### src/rtl/pipe_pkg.sv
// pipe_pkg: shared definitions for the pipeline hazard/stall controller.
//   state_t          : controller FSM states (binary encoding)
//   TIMEOUT_CYC_DEF  : default memory-service timeout in cycles
//   ctl_t            : bundle of pipeline write enables and flush controls
//   pipe_ctl()       : priority resolution of stall/flush requests
// Optional feature macro used by pipe_ctrl: STALL_CNT_EN.
package pipe_pkg;

    typedef enum logic [1:0] {
        ST_IDLE   = 2'd0,
        ST_DSERV  = 2'd1,
        ST_ISERV  = 2'd2,
        ST_HALTED = 2'd3
    } state_t;

    localparam int unsigned TIMEOUT_CYC_DEF = 63;
    localparam int unsigned TMO_W           = 8;

    // Bit order: {pc, if_id, id_ex, ex_mem, mem_wb, if_id_flush, id_ex_flush}
    typedef struct packed {
        logic pc;
        logic if_id;
        logic id_ex;
        logic ex_mem;
        logic mem_wb;
        logic if_id_flush;
        logic id_ex_flush;
    } ctl_t;

    localparam ctl_t CTL_NORMAL = 7'b11111_00;
    localparam ctl_t CTL_FREEZE = 7'b00000_00;
    localparam ctl_t CTL_BRANCH = 7'b11111_11;
    localparam ctl_t CTL_LDUSE  = 7'b00111_01;
    localparam ctl_t CTL_IFETCH = 7'b01111_10;

    // Highest priority first: halted/data freeze, branch redirect,
    // load-use bubble, instruction-fetch hold, normal flow.
    // Service states only constrain the pipeline while mem_done is low;
    // the completion cycle falls through to the normal priority chain.
    function automatic ctl_t pipe_ctl(input state_t st,
                                      input logic   mem_done,
                                      input logic   branch_taken,
                                      input logic   load_use);
        ctl_t c;
        c = CTL_NORMAL;
        if (st == ST_HALTED || (st == ST_DSERV && !mem_done)) begin
            c = CTL_FREEZE;
        end else if (branch_taken) begin
            c = CTL_BRANCH;
        end else if (load_use) begin
            c = CTL_LDUSE;
        end else if (st == ST_ISERV && !mem_done) begin
            c = CTL_IFETCH;
        end
        return c;
    endfunction

endpackage

### src/rtl/pipe_tmo.sv
// pipe_tmo: memory-service wait counter with timeout compare.
// Ports:
//   clk     in  clock
//   rst     in  asynchronous active-low reset
//   clear   in  hold counter at zero (asserted outside a service)
//   inc     in  count one wait cycle
//   expired out this wait cycle is the TIMEOUT_CYC-th one
module pipe_tmo
    import pipe_pkg::*;
#(
    parameter int unsigned TIMEOUT_CYC = TIMEOUT_CYC_DEF
) (
    input  logic clk,
    input  logic rst,
    input  logic clear,
    input  logic inc,
    output logic expired
);

    localparam logic [TMO_W-1:0] LAST = TMO_W'(TIMEOUT_CYC - 1);

    logic [TMO_W-1:0] cnt_q, cnt_d;

    always_comb begin
        cnt_d = cnt_q;
        if (clear) begin
            cnt_d = '0;
        end else if (inc && cnt_q != '1) begin
            cnt_d = cnt_q + 1'b1;
        end
    end

    always_ff @(posedge clk or negedge rst) begin
        if (!rst) begin
            cnt_q <= '0;
        end else begin
            cnt_q <= cnt_d;
        end
    end

    // cnt_q counts completed wait cycles, so the current wait cycle is
    // number cnt_q+1; flag it when that reaches the limit.
    assign expired = inc && (cnt_q == LAST);

endmodule

### src/rtl/pipe_ctrl.sv
// pipe_ctrl: in-order pipeline stall/flush controller with a single
// memory-service port shared by instruction and data misses.
// Ports:
//   clk, rst                 clock, asynchronous active-low reset
//   imiss, dmiss             fetch / data miss, held until serviced
//   mem_done                 one-cycle service completion pulse
//   load_use, branch_taken   ID load-use hazard, EX taken branch
//   halt                     halt instruction at WB
//   mem_req, mem_sel         service request, requester (1 = data)
//   pc_wen .. mem_wb_wen     pipeline register write enables
//   if_id_flush, id_ex_flush bubble-insert controls
//   mem_err                  sticky service timeout
//   stall_cnt                PC-stall cycle count (STALL_CNT_EN only)
// Optional feature: define STALL_CNT_EN to add the saturating stall counter.
module pipe_ctrl
    import pipe_pkg::*;
#(
    parameter int unsigned TIMEOUT_CYC = TIMEOUT_CYC_DEF
) (
    input  logic        clk,
    input  logic        rst,
    input  logic        imiss,
    input  logic        dmiss,
    input  logic        mem_done,
    input  logic        load_use,
    input  logic        branch_taken,
    input  logic        halt,
    output logic        mem_req,
    output logic        mem_sel,
    output logic        pc_wen,
    output logic        if_id_wen,
    output logic        id_ex_wen,
    output logic        ex_mem_wen,
    output logic        mem_wb_wen,
    output logic        if_id_flush,
    output logic        id_ex_flush,
    output logic        mem_err
`ifdef STALL_CNT_EN
    ,
    output logic [15:0] stall_cnt
`endif
);

    state_t state_q;
    logic   mem_err_q;
    logic   serving;
    logic   tmo_expired;
    ctl_t   ctl;

    assign serving = (state_q == ST_DSERV) || (state_q == ST_ISERV);

    pipe_tmo #(
        .TIMEOUT_CYC (TIMEOUT_CYC)
    ) u_tmo (
        .clk     (clk),
        .rst     (rst),
        .clear   (!serving),
        .inc     (serving && !mem_done),
        .expired (tmo_expired)
    );

    // Every service returns to IDLE, which guarantees the one-cycle
    // mem_req gap between back-to-back services.
    always_ff @(posedge clk or negedge rst) begin
        if (!rst) begin
            state_q   <= ST_IDLE;
            mem_err_q <= 1'b0;
        end else begin
            case (state_q)
                ST_IDLE: begin
                    if (dmiss) begin
                        state_q <= ST_DSERV;
                    end else if (imiss) begin
                        state_q <= ST_ISERV;
                    end else if (halt) begin
                        state_q <= ST_HALTED;
                    end
                end
                ST_DSERV, ST_ISERV: begin
                    if (mem_done) begin
                        state_q <= ST_IDLE;
                    end else if (tmo_expired) begin
                        state_q   <= ST_HALTED;
                        mem_err_q <= 1'b1;
                    end
                end
                ST_HALTED: begin
                    state_q <= ST_HALTED;
                end
                default: begin
                    state_q <= ST_IDLE;
                end
            endcase
        end
    end

    assign mem_req = serving;
    assign mem_sel = (state_q == ST_DSERV);
    assign mem_err = mem_err_q;

    always_comb begin
        ctl = pipe_ctl(state_q, mem_done, branch_taken, load_use);
    end

    assign pc_wen      = ctl.pc;
    assign if_id_wen   = ctl.if_id;
    assign id_ex_wen   = ctl.id_ex;
    assign ex_mem_wen  = ctl.ex_mem;
    assign mem_wb_wen  = ctl.mem_wb;
    assign if_id_flush = ctl.if_id_flush;
    assign id_ex_flush = ctl.id_ex_flush;

`ifdef STALL_CNT_EN
    logic [15:0] stall_q, stall_d;

    always_comb begin
        stall_d = stall_q;
        if (!ctl.pc && state_q != ST_HALTED && stall_q != '1) begin
            stall_d = stall_q + 16'd1;
        end
    end

    always_ff @(posedge clk or negedge rst) begin
        if (!rst) begin
            stall_q <= '0;
        end else begin
            stall_q <= stall_d;
        end
    end

    assign stall_cnt = stall_q;
`endif

endmodule

### config.mk
export PLATFORM = sky130hd
export DESIGN_NAME = pipe_ctrl
export DESIGN_NICKNAME = d
export VERILOG_FILES = /design/src/rtl/pipe_pkg.sv /design/src/rtl/pipe_tmo.sv /design/src/rtl/pipe_ctrl.sv
export SDC_FILE = /design/constraint.sdc
export NUM_CORES = 1
export LEC_CHECK = 0
export BUFFER_PORTS_ARGS = -buffer_cell sky130_fd_sc_hd__buf_2
export CAP_MARGIN = 20
export CORE_MARGIN = 2
export CORE_UTILIZATION = 55
export CTS_CLUSTER_DIAMETER = 40
export DETAILED_ROUTE_END_ITERATION = 16
export PLACE_DENSITY = 0.78
export SLEW_MARGIN = 10
export SYNTH_ARGS = -nofsm -noshare
export SYNTH_HDL_FRONTEND = slang
export SYNTH_SLANG_ARGS = --single-unit
### constraint.sdc
create_clock -name clk -period 4.2 [get_ports clk]
set_input_delay 0.84 -clock clk [delete_from_list [all_inputs] [get_ports clk]]
set_output_delay 0.84 -clock clk [all_outputs]
set_load 0.01 [all_outputs]
== Word level (Yosys, flattened, before mapping) ==
Index checks and enable logic that the tools add are counted.
Word-level totals
  register bits: 11
  latch bits: 0
  bits in writable memories: 0
  bits in read-only memories: 0
  input bits: 8
  output and inout port bits: 10
  logic and storage cells: 37
  memories: 0
Cells by class
  $add $sub $neg: 1
  multipliers: 0
  div/mod/pow operators: 0
  magnitude comparators: 0
  eq/ne operators: 8
  shift operators: 0
  multiplexer cells: 12
  bitwise operators: 1
  reduce and logical (&&, ||, !) cells: 12
Operators by type and width (count)
  $mux 7: 4
  $mux 8: 2
  $mux 2: 5
  $add 8x1->8 const B: 1
  $eq 8x6->1 const B: 1
  $ne 8x8->1 const B: 1
  $pmux 2 s3: 1
  $logic_and 1x1->1: 5
  $eq 2x2->1 const B: 2
  $ne 4x4->1 const B: 1
  $ne 3x3->1 const B: 1
  $reduce_and 3->1: 1
  $eq 2x1->1 const B: 1
  $logic_not 2->1: 1
  $logic_or 1x1->1: 2
  $ne 2x1->1 const B: 1
  $reduce_and 2->1: 1
  $reduce_or 2->1: 1
  $logic_not 1->1: 1
  $not 1->1: 1

== Longest topological paths before layout ==
Gate-level depths: netlist of the first run.
  depth in word-level cells: 7
  depth in mapped cells: 6
  gate-level depth less buffers: 6

== By module ==
From an unflattened synthesis of the first run, not the netlist that was laid out.
Second synthesis, totals
  cell total of the unflattened synthesis: 84
  area total of the unflattened synthesis: 835.8 um2
By module, submodules not included
  pipe_tmo: instances 1, cells an instance 51, area an instance 501.7 um2, seq. area each 200.2 um2
  pipe_ctrl: instances 1, cells an instance 33, area an instance 334.1 um2, seq. area each 75.1 um2

== Least setup slack after synthesis of the first run ==
OpenSTA, ideal clock, no wires.
  path type: input-to-output
  start: input mem_done
  end: output if_id_wen
  arrival time: 1685 ps
  data required time: 3360 ps
  slack: 1675 ps
  cell stages on the path: 3
  buffers on the path: 0
  path through: inv_1 a21oi_1 a21boi_0
Between the ends
  word-level cells in the longest chain between the ends: 4
Ends and longest elaborated chain
  start: declaration: RTL line pipe_ctrl.sv:24  | input logic mem_done,
  $logic_not 1->1: RTL line pipe_pkg.sv:46  | if (st == ST_HALTED || (st == ST_DSERV && !mem_done)) begin
  $logic_and 1x1->1: RTL line pipe_pkg.sv:46
  $logic_or 1x1->1: RTL line pipe_pkg.sv:46
  $mux 7: RTL line pipe_pkg.sv:46
  end: declaration: RTL line pipe_ctrl.sv:31  | output logic if_id_wen,
No other way between the ends.

== Worst setup path after layout of the first run ==
Ends and elaborated chain as after synthesis.

==> results.txt, run 1 <==
Routability cong. = 0.790
Max Slew Vio Count = 0
Synth Warn # = 0
Worst-Skew Late Latency = 270 ps
First-pass GRT wire length = 2460 µm
Seq/Total Area, Yosys = 35.9%
IO Port Bufs = 17
Critical Path Source Type = primary input
Final wirelength = 1600 µm
Syn_nets = 93
# IOs = 18
Worst path required time = 3360 ps
Post-CTS Hold Buffers = 0
Synth top area share = 35.9%
Initial core utilization = 58.8%
CP Cell Sequence = buf_2 > inv_1 > a21oi_1 > a21boi_0 > buf_2
Antenna diodes = 0
Width of the die = 41.3 µm
Clk buf depth = 2
Synth unique cells = 33
Minimum clock period = 2680 ps
Design Area, Final = 870 µm²
Ranking of synthesized cells by area = dfrtp_1 (36%), ha_1 (11%), nor2_1 (3.9%)
Starting DRT DRC Count = 12
RSZ-0062 raised after global routing = no
Pin count of the biggest net entering global routing = 12
Crit path max fanout = 7
Clock transition at path regs = 70 ps
Final ANT Viol Nets = 0
Initial DRT Pass Iterations = 4
Placeable Area = 0.00130 mm²
Yosys reg bits = 11
Vias in the first global route = 575
Period utilisation layout = 63.7%
Area grow syn2layout = 13.6%
Asr flop ratio synth = 100%
Drt wl/cell = 14.4 µm
Register area = 275 µm²
Data arrival, critical path = 1840 ps
Worst slew pin tran = 456 ps
Area of the multi-input gates = 442 µm²
Most numerous cell in the Yosys netlist = dfrtp_1
Post-synth top flop = dfrtp_1
Remaining global-route overflow = 0
Ratio of cells with drive above 1 in the final layout = 24.0%
Vias/cell = 5.79
Filler cells = 113
Fin Setup TNS = 0 ps
Final setup violation count = 0
DR vias = 643
Root Buffer = clkbuf_4
Post-Syn Instances = 78
Setup bufs post-CTS = 0
Max VDD drop = 321 µV
Num Clock Sinks = 11
Number of synthesized flops with an enable pin = 0
Nets = 112
Status = completed
Total Die Area = 0.00171 mm²
Setup Skew = 1.45 ps
CTS buffer count = 3
Hpwl dp = 1260 µm
Max Cap Violations = 0
Die H = 41.3 µm
Yosys top cell by area = dfrtp_1
CP Capture Type = primary output
TritonCTS clock tree = yes
Crit path top cell by count = buf_2
Setup CP Type = in -> out
Mean Syn Cell Area = 9.82 µm²
LEAKAGE = 0.435 nW
Max_slew headroom = 69.2%
Initial antenna violation count = 0
Worst path bufs/invs = 3
Top delay family on crit path = compound AO/OA/AOI/OAI gates
Hold Path Class = in -> async
Placed cell area = 843 µm²
PD cells = 581 mW/mm²
Post-cts sizing count = 0
Worst path slowest cell = a21oi_1
H-tree levels = 1
Mapped Area = 766 µm²
Final hold viol count = 0
Residual DRC = 0
Global Route Usage Sum = 23.5%
Crit-path max cell delay = 380 ps
Standard-cell row count = 13
Post-synth top cells = dfrtp_1 (11), nor2_1 (8), ha_1 (7), inv_1 (6), and3_1 (4)
Fmax = 374 MHz
Layout Utilization = 66.8%
worst reg2reg max path, delay by kind of cell, from the launching register on:
| family | cells | cell delay, ps |
|---|---|---|
| buf+inv | 1 | 100 |
| fa+ha+maj | 1 | 460 |
| compound gates | 1 | 150 |
| simple gates | 3 | 580 |
| flops | 1 | 380 |
report_power, final:
part	total, mW	internal [mW]	switching, mW
combinational	0.287	0.117	0.169
clock	0.0728	0.0368	0.0360
sequential	0.146	0.126	0.0196
stage by stage:
step | worst slack (ps) | hold slack [ps] | cells | power (mW)
global placement | 1600 | 446 | 107 | 0.429
CTS | 1530 | 426 | 111 | 0.507
detailed placement | 1550 | 494 | 107 | 0.432
floorplan | 1670 | 468 | 78 | 0.353
finish | 1520 | 426 | 111 | 0.505
global route | 1400 | 430 | 111 | 0.553
kinds of logic after synthesis:
group,Yosys count,share of synthesized area (%)
DFF,11,35.9
buffers and inverters,9,6.37
xor gates and xnor gates,2,2.29
AOI/OAI and AO/OA,22,22.5
and+or+nand+nor,26,20.1
adders and majority gates,7,11.4
muxes,1,1.31
path summary, 6_finish.rpt:
path / startpoint / to / slack, ps / cells after the start
max: mem_done / if_id_wen / 1520 / 5
min: rst / u_tmo.cnt_q[1] / 430 / 1
max reg2reg: state_q[0] / state_q[0] / 2450 / 6
min reg2reg: mem_err / mem_err / 510 / 1
max in group asynchronous: rst / u_tmo.cnt_q[3] / 3570 / 1
min in group clk: mem_err / mem_err / 510 / 1
flip-flops by register name, indices dropped and copies added (netlist names):
| signal | flops |
|---|---|
| state_q | 2 |
| u_tmo.cnt_q | 8 |
| mem_err | 1 |
routing by layer:
| metal | share of wire [%] | track usage [%] |
|---|---|---|
| met1 | 45 | 31.0 |
| met2 | 48 | 36.3 |
| met3 | 5.6 | 4.79 |
| met4 | 1.4 | 12.1 |
| met5 | 0 | 0 |
cell type report:
class                           instances  share of cell area (%)
Sequential cell                        11                    31.7
Timing Repair Buffer                   17                    9.78
Multi-Input combinational cell         58                    50.8
Inverter                                6                    2.59
Tap cell                               15                    2.16
Clock buffer                            4                    3.02
layout by cell type (no fill, tap or decap), types with 3 or more instances in the layout:
master | Yosys | final
a21oi_1 | 3 | 3
and3_1 | 4 | 4
buf_2 | 0 | 17
clkbuf_4 | 0 | 3
dfrtp_1 | 11 | 11
ha_1 | 7 | 7
inv_1 | 6 | 6
nand2_1 | 3 | 3
nor2_1 | 8 | 8
o21a_1 | 3 | 3
No activity file was read; power rests on OpenSTA's default activity.
==> inputs of run 2 (changes only) <==
--- a/config.mk
+++ b/config.mk
@@ -8,10 +8,10 @@
 export BUFFER_PORTS_ARGS = -buffer_cell sky130_fd_sc_hd__buf_2
 export CAP_MARGIN = 20
 export CORE_MARGIN = 2
-export CORE_UTILIZATION = 55
+export CORE_UTILIZATION = 51
 export CTS_CLUSTER_DIAMETER = 40
 export DETAILED_ROUTE_END_ITERATION = 16
-export PLACE_DENSITY = 0.78
+export PLACE_DENSITY = 0.73
 export SLEW_MARGIN = 10
 export SYNTH_ARGS = -nofsm -noshare
 export SYNTH_HDL_FRONTEND = slang
==> constraint.sdc (replaced) <==
create_clock -name clk -period 2.48 [get_ports clk]
set_input_delay 0.496 -clock clk [delete_from_list [all_inputs] [get_ports clk]]
set_output_delay 0.496 -clock clk [all_outputs]
set_load 0.01 [all_outputs]
==> run 2 against run 1 <==
Final cell count stayed put. Worst setup slack worse by 1200 ps. Non-clock buffer count stayed put. First-iteration DRC count is 42% lower. Register-to-register slack worse by 1700 ps. Combinational power is 66% higher. Via count is 1.7% lower. Utilization is 2.4 points lower. Sequential power is 69% higher. Clock power is 63% higher. Die area is 7.1% higher. Count of clock-buffer cells in the layout stayed put. Critical path type is now reg -> out.
==> results.txt, run 2 (same netlist as run 1, synthesis figures left out) <==
Status = completed
Final setup violation count = 0
Placed cell area = 843 µm²
Final hold viol count = 0
IO Port Bufs = 17
R2R Path Start = state_q[0]
Finished Layout Cells = 111
Largest register by flop count = u_tmo.cnt_q
Fin Setup TNS = 0 ps
Filler cells = 124
Placed cells = 107
First-pass GRT wire length = 2620 µm
Setup Skew = 2.96 ps
CP Capture Type = primary output
Period utilisation layout = 86.5%
Residual DRC = 0
Drt wl/cell = 13.4 µm
Num Clock Sinks = 11
CP Cell Sequence = inv_1 > ha_1 > a21oi_1 > a21boi_0 > buf_2
Fmax = 466 MHz
Max Cap Violations = 0
R2R cell count = 6
Crit path max fanout = 7
Area grow syn2layout = 13.6%
Max Slew Vio Count = 0
Reg-to-reg critical path endpoint = state_q[0]
Total Die Area = 0.00183 mm²
Worst path bufs/invs = 2
Vias/cell = 5.69
Top delay family on crit path = compound AO/OA/AOI/OAI gates
Max_slew headroom = 69.7%
Worst path required time = 1980 ps
Clk buf depth = 2
Starting DRT DRC Count = 7
Post-cts sizing count = 0
Crit-path max cell delay = 370 ps
Root Buffer = clkbuf_4
Width of the die = 42.8 µm
Die H = 42.8 µm
Setup CP Type = reg -> out
Hpwl dp = 1140 µm
Placeable Area = 0.00135 mm²
TritonCTS clock tree = yes
Critical Path Source Type = register
LEAKAGE = 0.435 nW
Initial DRT Pass Iterations = 4
Worst R2R Setup Slack = 760 ps
Minimum clock period = 2140 ps
# IOs = 18
Commonest non-fill, non-tap cell in the layout = buf_2
Final ANT Viol Nets = 0
RSZ-0062 raised after global routing = no
Ratio of cells with drive above 1 in the final layout = 24.0%
Worst path slowest cell = dfrtp_1
Remaining global-route overflow = 0
H-tree levels = 1
Overall power = 843 µW
Global Route Usage Sum = 19.1%
Max reg flops = 8
Final hold slack = 81.1 ps
Antenna diodes = 0
Worst-Skew Late Latency = 270 ps
Clock transition at path regs = 70 ps
PD cells = 969 mW/mm²
Pin count of the biggest net entering global routing = 12
Data arrival, critical path = 1650 ps
Max VDD drop = 545 µV
Worst slew pin tran = 448 ps
Vias in the first global route = 593
Post-CTS Hold Buffers = 0
Setup bufs post-CTS = 0
Commonest cells after routing, fill and taps aside = buf_2 (17), dfrtp_1 (11), nor2_1 (8), ha_1 (7), inv_1 (6)
Design Area, Final = 870 µm²
CTS buffer count = 3
Final wirelength = 1490 µm
Initial antenna violation count = 0
Routability cong. = 0.819
Standard-cell row count = 13
Hold Path Class = in -> async
DR vias = 632
Nets = 112
Initial core utilization = 56.7%
==> run 2: cell counts in the layout (fill, tap and decap cells not counted) <==
Identical to the previous run, type by type.
==> run 2: stage by stage <==
step	worst slack, ps	util (%)
floorplan	532	-
global placement	591	62.5
detailed placement	504	62.5
CTS	309	64.4
global route	126	64.4
finish	336	64.4
==> run 2: routing by layer <==
layer  GRT usage, %  routed length, µm
met1           26.6                694
met2           27.0                689
met3           5.11                 96
met4           9.38                  6
met5              0                  0
==> run 2: worst max-delay path by stage <==
| stage | startpoint | end | slack [ps] | depth (start not counted) |
|---|---|---|---|---|
| floorplan | state_q[1] | if_id_wen | 530 | 4 |
| global placement | mem_done | if_id_wen | 590 | 5 |
| detailed placement | mem_done | if_id_wen | 500 | 5 |
| CTS | state_q[1] | if_id_wen | 310 | 5 |
| global route | state_q[1] | if_id_wen | 130 | 5 |
| finish | state_q[1] | if_id_wen | 340 | 5 |
==> run 2: layout make-up <==
| class | instances | area [µm²] | area share, % |
|---|---|---|---|
| inverters | 6 | 22.5 | 2.59 |
| repair buffers | 17 | 85.1 | 9.78 |
| flip-flops and latches | 11 | 275 | 31.7 |
| clock buffers | 4 | 26.3 | 3.02 |
| multi-input cells | 58 | 442 | 50.8 |
| well taps | 15 | 18.8 | 2.16 |
==> run 2: power breakdown <==
part | internal (mW) | switching (mW)
combinational | 0.198 | 0.279
sequential | 0.214 | 0.0331
clock | 0.0623 | 0.0563
total | 0.475 | 0.368
